--- src/rtl/tmds_pkg.sv ---
// Shared types, control-period symbols and helpers for the TMDS encoder.
package tmds_pkg;

   typedef logic [9:0]        tmds_sym_t;
   typedef logic signed [4:0] disp_t;

   // Control-period symbols indexed by {C1,C0}.
   localparam tmds_sym_t CTL_00 = 10'b1101010100;
   localparam tmds_sym_t CTL_01 = 10'b0010101011;
   localparam tmds_sym_t CTL_10 = 10'b0101010100;
   localparam tmds_sym_t CTL_11 = 10'b1010101011;

   // Number of set bits in a byte (0..8).
   function automatic logic [3:0] popcount8(input logic [7:0] d);
      logic [3:0] n;
      n = 4'd0;
      for (int i = 0; i < 8; i++) begin
         n = n + {3'b000, d[i]};
      end
      return n;
   endfunction

   // Control symbol selected by the two control bits {C1,C0}.
   function automatic tmds_sym_t ctl_symbol(input logic [1:0] c);
      tmds_sym_t s;
      case (c)
         2'b00:   s = CTL_00;
         2'b01:   s = CTL_01;
         2'b10:   s = CTL_10;
         default: s = CTL_11;
      endcase
      return s;
   endfunction

endpackage

--- src/rtl/tmds_channel.sv ---
// One TMDS channel: stage 1 registers the transition-minimised word q_m,
// stage 2 makes the DC-balance decision and registers the 10-bit symbol.
// Each channel keeps its own running disparity.
module tmds_channel
   import tmds_pkg::*;
(
   input  logic       clk,
   input  logic       rst_n_i,
   input  logic       ce_i,
   input  logic [7:0] data_i,
   input  logic       de_i,
   input  logic [1:0] ctl_i,
   output tmds_sym_t  sym_o
);

   logic [8:0] qm_d;
   logic [8:0] qm_q;
   logic       de_s1_q;
   logic [1:0] ctl_s1_q;

   tmds_sym_t  sym_d;
   tmds_sym_t  sym_q;
   disp_t      cnt_d;
   disp_t      cnt_q;

   logic [3:0] n1d;
   logic       use_xnor;
   logic [3:0] n1;
   disp_t      diff;
   disp_t      two_q8;

   // Stage 1 combinational: pick XOR or XNOR chain to minimise transitions.
   always_comb begin
      logic [7:0] chain;
      n1d      = popcount8(data_i);
      use_xnor = (n1d > 4'd4) || ((n1d == 4'd4) && !data_i[0]);
      chain    = 8'h00;
      chain[0] = data_i[0];
      for (int i = 1; i < 8; i++) begin
         chain[i] = use_xnor ? ~(chain[i-1] ^ data_i[i]) : (chain[i-1] ^ data_i[i]);
      end
      qm_d = {~use_xnor, chain};
   end

   // Stage 2 combinational: DC-balance decision and disparity update.
   always_comb begin
      n1     = popcount8(qm_q[7:0]);
      // N1 - N0 = 2*N1 - 8; modulo-32 arithmetic keeps the result exact.
      diff   = $signed({n1, 1'b0}) - 5'sd8;
      two_q8 = qm_q[8] ? 5'sd2 : 5'sd0;
      sym_d  = sym_q;
      cnt_d  = cnt_q;
      if (!de_s1_q) begin
         // Blanking always restarts the disparity so each line begins balanced.
         sym_d = ctl_symbol(ctl_s1_q);
         cnt_d = 5'sd0;
      end else if ((cnt_q == 5'sd0) || (n1 == 4'd4)) begin
         sym_d = {~qm_q[8], qm_q[8], qm_q[8] ? qm_q[7:0] : ~qm_q[7:0]};
         cnt_d = qm_q[8] ? (cnt_q + diff) : (cnt_q - diff);
      end else if ((!cnt_q[4] && (n1 > 4'd4)) || (cnt_q[4] && (n1 < 4'd4))) begin
         sym_d = {1'b1, qm_q[8], ~qm_q[7:0]};
         cnt_d = cnt_q + two_q8 - diff;
      end else begin
         sym_d = {1'b0, qm_q[8], qm_q[7:0]};
         cnt_d = cnt_q - (5'sd2 - two_q8) + diff;
      end
   end

   // Pipeline and disparity registers; reset wins over the clock enable.
   always_ff @(posedge clk) begin
      if (!rst_n_i) begin
         qm_q     <= 9'd0;
         de_s1_q  <= 1'b0;
         ctl_s1_q <= 2'b00;
         sym_q    <= CTL_00;
         cnt_q    <= 5'sd0;
      end else if (ce_i) begin
         qm_q     <= qm_d;
         de_s1_q  <= de_i;
         ctl_s1_q <= ctl_i;
         sym_q    <= sym_d;
         cnt_q    <= cnt_d;
      end
   end

   assign sym_o = sym_q;

endmodule

--- src/rtl/tmds_encoder.sv ---
// DVI-mode TMDS encoder: three channels plus sync routing and DE alignment.
// Optional macro TMDS_PIXEL_CE_EN adds a ce_pix port that qualifies every
// pipeline advance; without it the block advances on every clk_sys edge.
module tmds_encoder
   import tmds_pkg::*;
#(
   parameter int CTL_CH0_ONLY = 1
) (
   input  logic       clk_sys,
   input  logic       reset_n,
`ifdef TMDS_PIXEL_CE_EN
   input  logic       ce_pix,
`endif
   input  logic [7:0] r_in,
   input  logic [7:0] g_in,
   input  logic [7:0] b_in,
   input  logic       hs_in,
   input  logic       vs_in,
   input  logic       de_in,
   output logic [9:0] tmds_ch0,
   output logic [9:0] tmds_ch1,
   output logic [9:0] tmds_ch2,
   output logic       de_out
);

   logic       ce;
   logic [7:0] ch_data [3];
   logic [1:0] ch_ctl  [3];
   tmds_sym_t  ch_sym  [3];
   logic       de_s1_q;
   logic       de_s2_q;

`ifdef TMDS_PIXEL_CE_EN
   assign ce = ce_pix;
`else
   assign ce = 1'b1;
`endif

   // Channel 0 = blue, 1 = green, 2 = red. Sync rides on blue only unless the
   // debug mode mirrors it onto green as well.
   assign ch_data[0] = b_in;
   assign ch_data[1] = g_in;
   assign ch_data[2] = r_in;
   assign ch_ctl[0]  = {vs_in, hs_in};
   assign ch_ctl[1]  = (CTL_CH0_ONLY != 0) ? 2'b00 : {vs_in, hs_in};
   assign ch_ctl[2]  = 2'b00;

   genvar gi;
   generate
      for (gi = 0; gi < 3; gi++) begin : g_ch
         tmds_channel u_ch (
            .clk     (clk_sys),
            .rst_n_i (reset_n),
            .ce_i    (ce),
            .data_i  (ch_data[gi]),
            .de_i    (de_in),
            .ctl_i   (ch_ctl[gi]),
            .sym_o   (ch_sym[gi])
         );
      end
   endgenerate

   // Two-stage DE delay so de_out lines up with the registered symbols.
   always_ff @(posedge clk_sys) begin
      if (!reset_n) begin
         de_s1_q <= 1'b0;
         de_s2_q <= 1'b0;
      end else if (ce) begin
         de_s1_q <= de_in;
         de_s2_q <= de_s1_q;
      end
   end

   assign tmds_ch0 = ch_sym[0];
   assign tmds_ch1 = ch_sym[1];
   assign tmds_ch2 = ch_sym[2];
   assign de_out   = de_s2_q;

endmodule

--- config.mk ---
export PLATFORM = sky130hd
export DESIGN_NAME = tmds_encoder
export DESIGN_NICKNAME = d
export VERILOG_FILES = /design/src/rtl/tmds_pkg.sv /design/src/rtl/tmds_channel.sv /design/src/rtl/tmds_encoder.sv
export SDC_FILE = /design/constraint.sdc
export NUM_CORES = 1
export LEC_CHECK = 0
export BUFFER_PORTS_ARGS = -buffer_cell sky130_fd_sc_hd__buf_2
export CAP_MARGIN = 30
export CORE_MARGIN = 3
export CORE_UTILIZATION = 25
export DETAILED_ROUTE_END_ITERATION = 12
export PLACE_DENSITY = 0.5
export SLEW_MARGIN = 15
export SYNTH_ARGS = -nofsm -noshare
export SYNTH_HDL_FRONTEND = slang
export SYNTH_SLANG_ARGS = --single-unit
--- constraint.sdc ---
create_clock -name clk_sys -period 7.25 [get_ports clk_sys]
set_input_delay 1.45 -clock clk_sys [delete_from_list [all_inputs] [get_ports clk_sys]]
set_output_delay 1.45 -clock clk_sys [all_outputs]
set_load 0.02 [all_outputs]
# Word level (Yosys, flattened, before mapping)
# Cells that the tools add are included.
# word_totals
out_inout_bits	31
wordCells	219
register_bits	76
inputBits	29
# op_classes
n_bitwise	51
eq_ne	8
muxes	44
add_sub_neg	66
order_cmp	9
n_reduce_logical	29
# op_table
cell	n
$add A4 B1 Y4	36
$mux W10	7
$add A5 B5 Y5	9
$mux W5	9
$sub A5 B5 Y5	9
$pmux W10 S3	1
$not A1 Y1	27
$eq A4 B3 Y1 const B	6
$gt A4 B3 Y1 const B	6
$mux W8	3
$not A8 Y8	3
$mux W1	21
$xor A1 B1 Y1	21
$logic_not A5 Y1	3
$sub A3 B5 Y5 const A	3
$sub A5 B5 Y5 const B	3
$add A1 B1 Y2	6
$lt A4 B3 Y1 const B	3
$logic_and A1 B1 Y1	9
$logic_or A1 B1 Y1	9
$logic_not A1 Y1	6
$mux W2	3
$eq A2 B1 Y1 const B	1
$eq A2 B2 Y1 const B	1
other kinds (2)	2

# Longest topological paths before layout
# Gate-level depths: netlist (run 1).
# depth
depth_word	29
ltp_mapped	16
mapped_depth_nobuf	16

# By module
# From an unflattened synthesis (run 1), not the netlist that was laid out.
# unflattened
hier_cells	720
area_unflattened_um2	6632.6
# by_module_without_submodules
module	seq_area_each_um2	area_each_um2	cells_per_inst	instances
tmds_channel (g_ch[0].u_ch)	520.5	2197.1	238	1
tmds_channel (g_ch[1].u_ch)	520.5	2193.4	239	1
tmds_channel (g_ch[2].u_ch)	520.5	2182.1	237	1
tmds_encoder	40.0	60.1	6	1

# Worst setup path before layout (run 1)
# Ideal clock, no wire load.
# synth_timing
path_type	input-to-reg
start	input r_in[0]
end	register g_ch[2].u_ch.qm_q[7]
cell_stages	13
t_required_ns	7.122
slack_ns	2.465
path_buffers	0
t_arrival_ns	4.658
setup_time_ns	0.128
cell_sequence	ha_1 > inv_1 > fa_1 > fa_1 > inv_1 > fa_1 > fa_1 > nor3b_1 > o21ai_0 > a21oi_1 > xnor2_1 > xnor2_1 > nor2_1
# synth_via
elab_chain_len	29
elab_cells_between_ends	33
classes_between	add/sub (7); order compare (1); eq/ne (1); mux (7); bitwise (14); reduce/logical (3)
# synth_rtl
element	line_no	rtl
start, declared	tmds_encoder.sv:14	input logic [7:0] r_in,
parallel branches: the longest is 28 deep, another holds $add A4 B1 Y4	--	
$mux W1 (*)	tmds_channel.sv:40	chain[i] = use_xnor ? ~(chain[i-1] ^ data_i[i]) : (chain[i-1] ^ data_i[i]);
end signal, assigned	tmds_channel.sv:78	qm_q <= qm_d;
end, declared	tmds_channel.sv:17	logic [8:0] qm_q;
# Mark *: on every way between the ends.
# A chain may end at the register's enable or synchronous reset.

# Final worst setup path (run 1)
# layout_timing
start	input b_in[0]
end	register g_ch[0].u_ch.qm_q[7]
# layout_via
elab_chain_len	29
elab_cells_between_ends	33
classes_between	add/sub (7); order compare (1); eq/ne (1); mux (7); bitwise (14); reduce/logical (3)
# layout_rtl
element	line_no	rtl
start, declared	tmds_encoder.sv:16	input logic [7:0] b_in,
parallel branches: the longest is 28 deep, another holds $add A4 B1 Y4	--	
$mux W1 (*)	tmds_channel.sv:40	
end signal, assigned	tmds_channel.sv:78	
end, declared	tmds_channel.sv:17	
# Marked as above.

==> results of run 1 <==
per-layer routing:
layer	routed length, microns	up-vias	global-route usage [%]
met5	0	-	0
met4	123	0	3.00
met3	297	7	1.44
met2	4950	58	15.3
met1	5610	1744	13.3
li1	-	2022	-
worst max-delay path: stages:
cell	delay, ps
buf_2	120
ha_1	310
inv_1	100
fa_1	430
fa_1	490
inv_1	50
fa_1	400
fa_1	440
nor3b_1	260
o21ai_0	110
a21oi_1	470
xnor2_1	200
xnor2_1	140
nor2_1	50
final timing paths:
check,startpoint,endpoint,cells after the start
max reg2reg,g_ch[2].u_ch.qm_q[0],g_ch[2].u_ch.cnt_q[4],15
max,b_in[0],g_ch[0].u_ch.qm_q[7],14
min,g_ch[1].u_ch.cnt_q[0],g_ch[1].u_ch.cnt_q[0],2
min reg2reg,g_ch[1].u_ch.cnt_q[0],g_ch[1].u_ch.cnt_q[0],2
layout by cell type (no fill, tap or decap), drive strengths merged, types with 4 or more instances in the layout:
cell / netlist / final
a21oi: 30 / 30
nor2: 40 / 40
buf: 2 / 61
ha: 79 / 79
and2: 17 / 17
a21o: 9 / 9
xor2: 29 / 29
inv: 93 / 93
nor3b: 7 / 7
nor3: 4 / 4
clkbuf: 10 / 10
nor2b: 4 / 4
o21ai: 21 / 21
nand3: 6 / 6
a31oi: 6 / 6
xnor2: 62 / 62
nand2: 25 / 25
dfxtp: 76 / 76
o211ai: 4 / 4
fa: 33 / 33
metrics by stage:
| step | utilization [%] | hold slack (ps) | worst slack, ps | cells | area (sq um) |
|---|---|---|---|---|---|
| after global placement | 28.4 | 488 | 2130 | 924 | 6250 |
| after global routing | 29.8 | 540 | 2090 | 939 | 6560 |
| after CTS | 29.8 | 500 | 2400 | 939 | 6560 |
| after detailed placement | 28.4 | 492 | 2050 | 924 | 6250 |
| final | 29.8 | 496 | 2450 | 939 | 6560 |
| after floorplan | - | 467 | 2460 | 595 | 5640 |
final cells by class:
type	instances	area [sq um]	area share, %
clock buffer	10	229	3.49
clock inverter	5	77.6	1.18
timing repair buffer	61	310	4.73
inverter	94	353	5.38
sequential	76	1520	23.2
tap	280	350	5.34
multi-input combinational	413	3710	56.7
cell families (layout without fill, tap and decap cells):
logic type / after synthesis / in the layout / synth area share (%)
flops: 76 / 76 / 27.0
buf+inv: 106 / 170 / 7.14
simple gates: 117 / 117 / 10.2
xor+xnor: 91 / 91 / 14.8
compound gates: 89 / 89 / 10.9
fa+ha+maj: 112 / 112 / 29.2
mux: 4 / 4 / 0.732
flip-flops by register name, indices dropped and copies added (netlist names):
| register | flops |
|---|---|
| g_ch.u_ch.sym_o | 30 |
| g_ch.u_ch.qm_q | 27 |
| g_ch.u_ch.cnt_q | 15 |
| g_ch.u_ch.ctl_s1_q | 2 |
| de_out | 1 |
| g_ch.u_ch.de_s1_q | 1 |
==> metrics.md, run 1 <==
| Metric | Value |
|---|---|
| Clk root buf | clkbuf_16 |
| IO buf count | 59 |
| Core region area | 0.0220 sq mm |
| Post-DRT Antenna Nets | 0 |
| Fill count | between 2,000 and 2,500 |
| Post-Synthesis Cells | 595 |
| Number of distinct library cells after synthesis | 49 |
| Synth area leaders | dfxtp_1 (27%), ha_1 (18%), fa_1 (12%) |
| Vias | 3,831 |
| CP endpoint kind | flip-flop |
| Clock tree buffer depth | 2 |
| Hold Violations, Final | 0 |
| Post-synth top area cell | dfxtp_1 |
| Initial antenna violation count | 0 |
| Synth Flop Type | dfxtp_1 |
| RSZ-0062 raised after global routing | no |
| Gr ovfl total | 0 |
| IO Pins | 60 |
| Wirelength per Cell | 11.7 microns |
| Synth Cell Area | 0.00564 sq mm |
| Post-CTS setup buffers | 0 |
| Top-count cell post-synth | inv_1 |
| Post-synthesis sequential area ratio | 27.0% |
| Top-area cell type share of the netlist area | 27.0% |
| Drt via density | 4.08 |
| WP data arrival | 5010 ps |
| Synth async-reset ratio | 0% |
| CTS tree | built |
| Finish-stage setup viols | 0 |
| Die ar. | ~0.024 sq mm |
| Layout cells sized above 1 | 14.1% |
| DRC Markers | 0 |
| Area grow syn2layout | 16.3% |
| Starting density of the core | 25.6% |
| Tightest Hold Check Type | reg2reg |
| Slew at the pin closest to its max-slew limit | between 600 and 700 ps |
| Num CTS Buffers | 9 |
| Sum of negative setup slack | 0 ps |
| Post-synth EDFFs | 0 |
| CP max FO | 5 |
| DIE WIDTH | 156 microns |
| # resized after CTS | 0 |
| Reg2reg setup slack | 2690 ps |
| DRT Pass-1 Iters | 4 |
| Iter 0 DRT Violations | approximately 110 |
| Final HPWL DP | approximately 9000 microns |
| Max-slew violation count | 0 |
| Crit path kind | in2reg |
| Total GRT Usage | under 10% |
| Synth warn | 0 |
| Tcrit/Tclk final | 66.2% |
| Hold_buf cts | 0 |
| WP data required | around 7500 ps |
| First-pass GRT wire length | around 19,000 microns |
| Final wirelength | 11,000 microns |
| Max-slew headroom | 57.0% |
| Crit path time final | 4800 ps |
| Vias in the first global route | 3,931 |
| Chip Height | 156 microns |
| Fmax | between 200 and 250 MHz |
| Synth Net Count | around 740 |
| ANT cells | 0 |
| Clk pin slew, worst setup/hold paths | 60 ps |
| Worst Skew | 7.10 ps |
| Largest net degree at the start of global routing | 29 |
| H-tree Lvls | 3 |
| # nets final | 796 |
| Synth cell count leaders | inv_1 (93), ha_1 (79), dfxtp_1 (76) |
| Gpl congestion | 0.746 |
| Clock tree sinks | 76 |
| Avg Inst Size Synth | 9.48 sq um |
| #FFs+latches synth | 76 |
| Status | finished, final reports clean |
| Clk_lat worst skew | 330 ps |
| Row count | 54 |
| MaxCap Viol Count | 0 |
| Startpoint Class | primary input |
Power of run 1 is left out: the tool's default activity adds up to more than one toggle a clock period on the data nets, which glitch-free logic cannot reach.
==> inputs of run 2 (changes only) <==
Settings changed: ABC_AREA set to 1, PLACE_DENSITY 0.5 to 0.49.
Clock period 7.25 ns to 4.7 ns, I/O delays scaled along.
==> run 2 against run 1 <==
Global-route usage increased by 0.90 points. Sequential cell count unchanged. Critical endpoint is now g_ch[2].u_ch.cnt_q[4]. Non-clock buffer count increased by 2.
==> metrics.md, run 2 <==
| Metric | Value |
|---|---|
| Status | finished, final reports clean |
| Fmax | around 240 MHz |
| First-pass GRT wire length | about 23,000 microns |
| Clk root buf | clkbuf_16 |
| Clk_lat worst skew | 330 ps |
| Pre-CTS WS | 389 ps |
| Tightest Hold Check Type | reg2reg |
| DRC Markers | 0 |
| Avg Inst Size Synth | roughly 7.5 sq um |
| IO buf count | 59 |
| Gr ovfl total | 0 |
| Worst hold margin | 477 ps |
| Tcrit/Tclk final | 90.0% |
| CP max FO | 3 |
| WP data arrival | 4500 ps |
| CP Launch Point | g_ch[2].u_ch.qm_q[0] |
| Post-Synthesis Cells | 805 |
| Reg2reg start | g_ch[2].u_ch.qm_q[0] |
| MaxCap Viol Count | 0 |
| Final HPWL DP | 10,700 microns |
| Synth Flop Type | dfxtp_1 |
| Layout cells sized above 1 | 12.0% |
| Core region area | roughly 0.024 sq mm |
| Hold Violations, Final | 0 |
| WP data required | 4970 ps |
| Chip Height | 162 microns |
| Total GRT Usage | 10.5% |
| Gpl congestion | 0.774 |
| Sum of negative setup slack | 0 ps |
| Slew at the pin closest to its max-slew limit | approximately 810 ps |
| Final worst setup slack | 468 ps |
| Max-slew headroom | between 40% and 50% |
| Initial antenna violation count | 0 |
| Post-DRT Antenna Nets | 0 |
| IO Pins | 60 |
| Top-area cell type share of the netlist area | 25.2% |
| #FFs+latches synth | 76 |
| Vias | 4,874 |
| RSZ-0062 raised after global routing | no |
| ANT cells | 0 |
| Area grow syn2layout | 16.7% |
| DIE WIDTH | 162 microns |
| DRT Pass-1 Iters | 4 |
| Crit path time final | about 4200 ps |
| Most common cell after layout, fill and taps aside | nand2_1 |
| Synth cell count leaders | nand2_1 (174), inv_1 (159), ha_1 (79) |
| Post-synth top area cell | dfxtp_1 |
| Synth Cell Area | 0.00605 sq mm |
| Max FFs per register | 30 |
| Post-CTS setup buffers | 0 |
| Synth warn | 0 |
| Die ar. | 0.0261 sq mm |
| Top-count cell post-synth | nand2_1 |
| Synth async-reset ratio | 0% |
| Vias in the first global route | around 4,700 |
| Iter 0 DRT Violations | 201 |
| H-tree Lvls | 3 |
| Hold wc startpoint | g_ch[1].u_ch.qm_q[6] |
| Final wirelength | approximately 13,000 microns |
| Synth area leaders | dfxtp_1 (25%), ha_1 (16%), fa_1 (11%) |
| Post-synthesis sequential area ratio | 25.2% |
| Num CTS Buffers | 9 |
| Hold_buf cts | 0 |
| # nets final | 1,010 |
| CP endpoint kind | flip-flop |
| Number of distinct library cells after synthesis | 37 |
| Drt via density | 4.09 |
| Startpoint Class | flip-flop |
| Starting density of the core | 25.6% |
| Post-synth EDFFs | 0 |
| Clock tree sinks | 76 |
| # resized after CTS | 0 |
| Row count | between 50 and 60 |
| Finish-stage setup viols | 0 |
| Max-slew violation count | 0 |
| Most frequent cells in the layout | nand2_1 (174), inv_1 (159), ha_1 (79), dfxtp_1 (76), nand3_1 (71) |
| Clock tree buffer depth | 2 |
| Crit path kind | reg2reg |
| Clk pin slew, worst setup/hold paths | 60 ps |
| Largest net degree at the start of global routing | 28 |
| Worst Skew | 8.01 ps |
| CTS tree | built |
| Wirelength per Cell | 11.0 microns |
| Fill count | 2,597 |
| Synth Net Count | roughly 950 |
[run 2: cell count changes in the layout (fill, tap and decap cells not counted), moves of 8 or more]
cell,before,now
nand3_1,6,71
xnor2_1,58,10
nand2_2,1,11
nand2_1,23,174
and2_1,17,1
o21ai_0,8,23
o21ai_1,11,3
inv_1,93,159
nor2_1,40,54
[run 2: per-layer routing]
metal  share of wire [%]  track usage [%]  vias up
met5                   0                0        -
met4                 1.2             3.25        0
met3                 2.0             1.26        7
met2                  47             17.6       53
met1                  50             14.1     2201
li1                    -                -     2613
[run 2: layout make-up]
type	count	area [sq um]	area share [%]
clock inverters	4	95.1	1.35
flip-flops and latches	76	1520	21.6
clock buffers	12	256	3.63
well taps	319	399	5.66
repair buffers	63	325	4.61
multi-input cells	554	3840	54.4
inverters	165	622	8.81
[run 2: path summary, 6_finish.rpt]
path	slack (ps)	depth (start not counted)	endpoint
max	470	18	g_ch[2].u_ch.cnt_q[4]
min	480	2	g_ch[1].u_ch.sym_o[6]
max reg2reg	470	18	g_ch[2].u_ch.cnt_q[4]
min reg2reg	480	2	g_ch[1].u_ch.sym_o[6]
[run 2: kinds of logic (layout without fill, tap and decap cells)]
family | Yosys count | count (layout) | synth area share [%]
AND/OR/NAND/NOR | 328 | 328 | 23.7
buffers and inverters | 175 | 244 | 11.4
adder cells (fa/ha/maj) | 112 | 112 | 27.3
AO/OA/AOI/OAI | 77 | 77 | 6.93
flip-flops | 76 | 76 | 25.2
XOR/XNOR | 37 | 37 | 5.61
[run 2: worst max-delay path, stage by stage (launching register included)]
cell and delay, ps:
dfxtp_1 320, ha_1 270, inv_1 50, fa_1 500
fa_1 520, fa_1 470, fa_1 500, ha_1 240
nor2_1 130, xor2_1 150, inv_1 50, ha_1 310
nand2_1 80, nand2_1 40, a31oi_1 180, inv_1 70
nand3_1 80, nand3_1 70, a21oi_1 130
[run 2: metrics by stage]
stage	utilization (%)	instance area (sq um)	instances
CTS	29.9	7060	1193
global placement	28.4	6710	1177
detailed placement	28.4	6710	1177
finish	29.9	7060	1193
floorplan	-	6050	805
global route	29.9	7060	1193
Power of run 2 is left out for the same reason.
==> inputs of run 3 (changes only) <==
Settings changed: ABC_AREA 1 to not set, PLACE_DENSITY 0.49 to 0.5.
==> run 3 against run 2 <==
Wire length shrank 15%. Global-route usage shrank 0.71 points. Critical path depth shrank 3. Cell count shrank 21%. Non-clock buffer count grew 6. Hold slack gained 21 ps.
==> metrics.md, run 3 (synthesized netlist as in run 1, its figures left out) <==
| Metric | Value |
|---|---|
| CTS tree | built |
| First-pass GRT wire length | 19,600 microns |
| Area of the multi-input gates | 0.00371 sq mm |
| Crit path kind | reg2reg |
| CP max FO | 5 |
| Core region area | 0.0220 sq mm |
| MaxCap Viol Count | 0 |
| Wirelength per Cell | 11.7 microns |
| Area grow syn2layout | 17.2% |
| Vias | 3,877 |
| # nets final | around 800 |
| Num CTS Buffers | 9 |
| Post-DRT Antenna Nets | 0 |
| Fill count | 2,360 |
| Status | finished, final reports clean |
| Drt via density | 4.09 |
| H-tree Lvls | 3 |
| Starting density of the core | 25.6% |
| Largest net degree at the start of global routing | 29 |
| Hold_buf cts | 0 |
| Final wirelength | 11,100 microns |
| Max-slew violation count | 0 |
| Gr ovfl total | 0 |
| DRT Pass-1 Iters | 4 |
| Max-slew headroom | 56.7% |
| RSZ-0062 raised after global routing | no |
| Iter 0 DRT Violations | around 120 |
| Gpl congestion | 0.764 |
| Register area | ~0.0015 sq mm |
| Most frequent cells in the layout | inv_1 (93), ha_1 (79), dfxtp_1 (76), buf_2 (59), xnor2_1 (58) |
| Most common cell after layout, fill and taps aside | inv_1 |
| ANT cells | 0 |
| Clk pin slew, worst setup/hold paths | about 60 ps |
| Clk_lat worst skew | ~340 ps |
| Vias in the first global route | 3,996 |
| WP data arrival | 4550 ps |
| Sum of negative setup slack | 0 ps |
| Row count | 54 |
| IO Pins | 60 |
| DIE WIDTH | 156 microns |
| # resized after CTS | 0 |
| Startpoint Class | flip-flop |
| CP endpoint kind | flip-flop |
| Max FFs per register | 30 |
| Initial antenna violation count | 0 |
| Tightest Hold Check Type | reg2reg |
| WP data required | between 4000 and 5000 ps |
| Clk root buf | clkbuf_16 |
| Final HPWL DP | 9200 microns |
| Worst Skew | 9.67 ps |
| Chip Height | approximately 160 microns |
| Tcrit/Tclk final | 92.2% |
| Clock tree sinks | 76 |
| Slew at the pin closest to its max-slew limit | 648 ps |
| Hold Violations, Final | 0 |
| Layout cells sized above 1 | 15.3% |
| IO buf count | a little under 60 |
| Post-CTS setup buffers | 0 |
| Crit path time final | 4330 ps |
| Clock tree buffer depth | 2 |
| Finish-stage setup viols | 0 |
| DRC Markers | 0 |
| Total GRT Usage | 9.76% |
| Fmax | 231 MHz |
| Die ar. | 0.0244 sq mm |
-- run 3: changes by cell type in the layout (fill, tap and decap cells not counted), moves of 5 or more --
cell / change
nand2_2: -10
o21ai_0: -15
and2_1: +16
xnor2_1: +48
nand3_1: -65
o21ai_1: +8
nor2_1: -14
inv_1: -66
nor3b_1: +7
nand2_1: -151
a21oi_1: -5
a21o_1: +7
buf_4: +6
-- run 3: per-stage QoR --
step / hold WS, ps / util [%] / std cells / area [sq um] / setup WS [ps]
finish: 498 / 30.0 / 948 / 6610 / 367
global placement: 483 / 28.6 / 932 / 6310 / 363
global route: 556 / 30.0 / 948 / 6610 / 41.7
floorplan: 467 / - / 595 / 5640 / 425
detailed placement: 494 / 28.6 / 932 / 6310 / 306
CTS: 502 / 30.0 / 948 / 6610 / 339
-- run 3: final timing paths --
check,start,to,slack (ps),cells after the start
setup / recovery,g_ch[2].u_ch.qm_q[0],g_ch[2].u_ch.cnt_q[4],370,15
hold / removal,g_ch[1].u_ch.cnt_q[0],g_ch[1].u_ch.cnt_q[0],500,2
setup reg to reg,g_ch[2].u_ch.qm_q[0],g_ch[2].u_ch.cnt_q[4],370,15
hold reg to reg,g_ch[1].u_ch.cnt_q[0],g_ch[1].u_ch.cnt_q[0],500,2
-- run 3: layout make-up --
| cell class | instances | share of cell area [%] |
|---|---|---|
| multi-input combinational | 413 | 56.2 |
| sequential | 76 | 23.0 |
| timing repair buffer | 69 | 5.60 |
| inverter | 94 | 5.34 |
| tap | 280 | 5.30 |
| clock buffer | 11 | 3.67 |
| clock inverter | 5 | 0.889 |
-- run 3: routing by layer --
metal  wire length [microns]  GRT usage [%]  vias up
met5                       0              0        -
met4                     142           3.25        0
met3                     301           1.03        8
met2                    5100           15.8       61
met1                    5580           13.7     1771
li1                        -              -     2037
-- run 3: critical path, stage by stage (launching register included) --
cell and delay [ps]:
dfxtp_1 320, ha_1 280, inv_1 50, fa_1 500, fa_1 530, fa_1 470, fa_1 560, ha_1 340
inv_1 40, mux2i_1 220, ha_1 280, a21o_1 160, a21oi_1 180, xnor2_1 80, a21oi_1 150, o21ai_1 70
Power of run 3 is left out for the same reason.
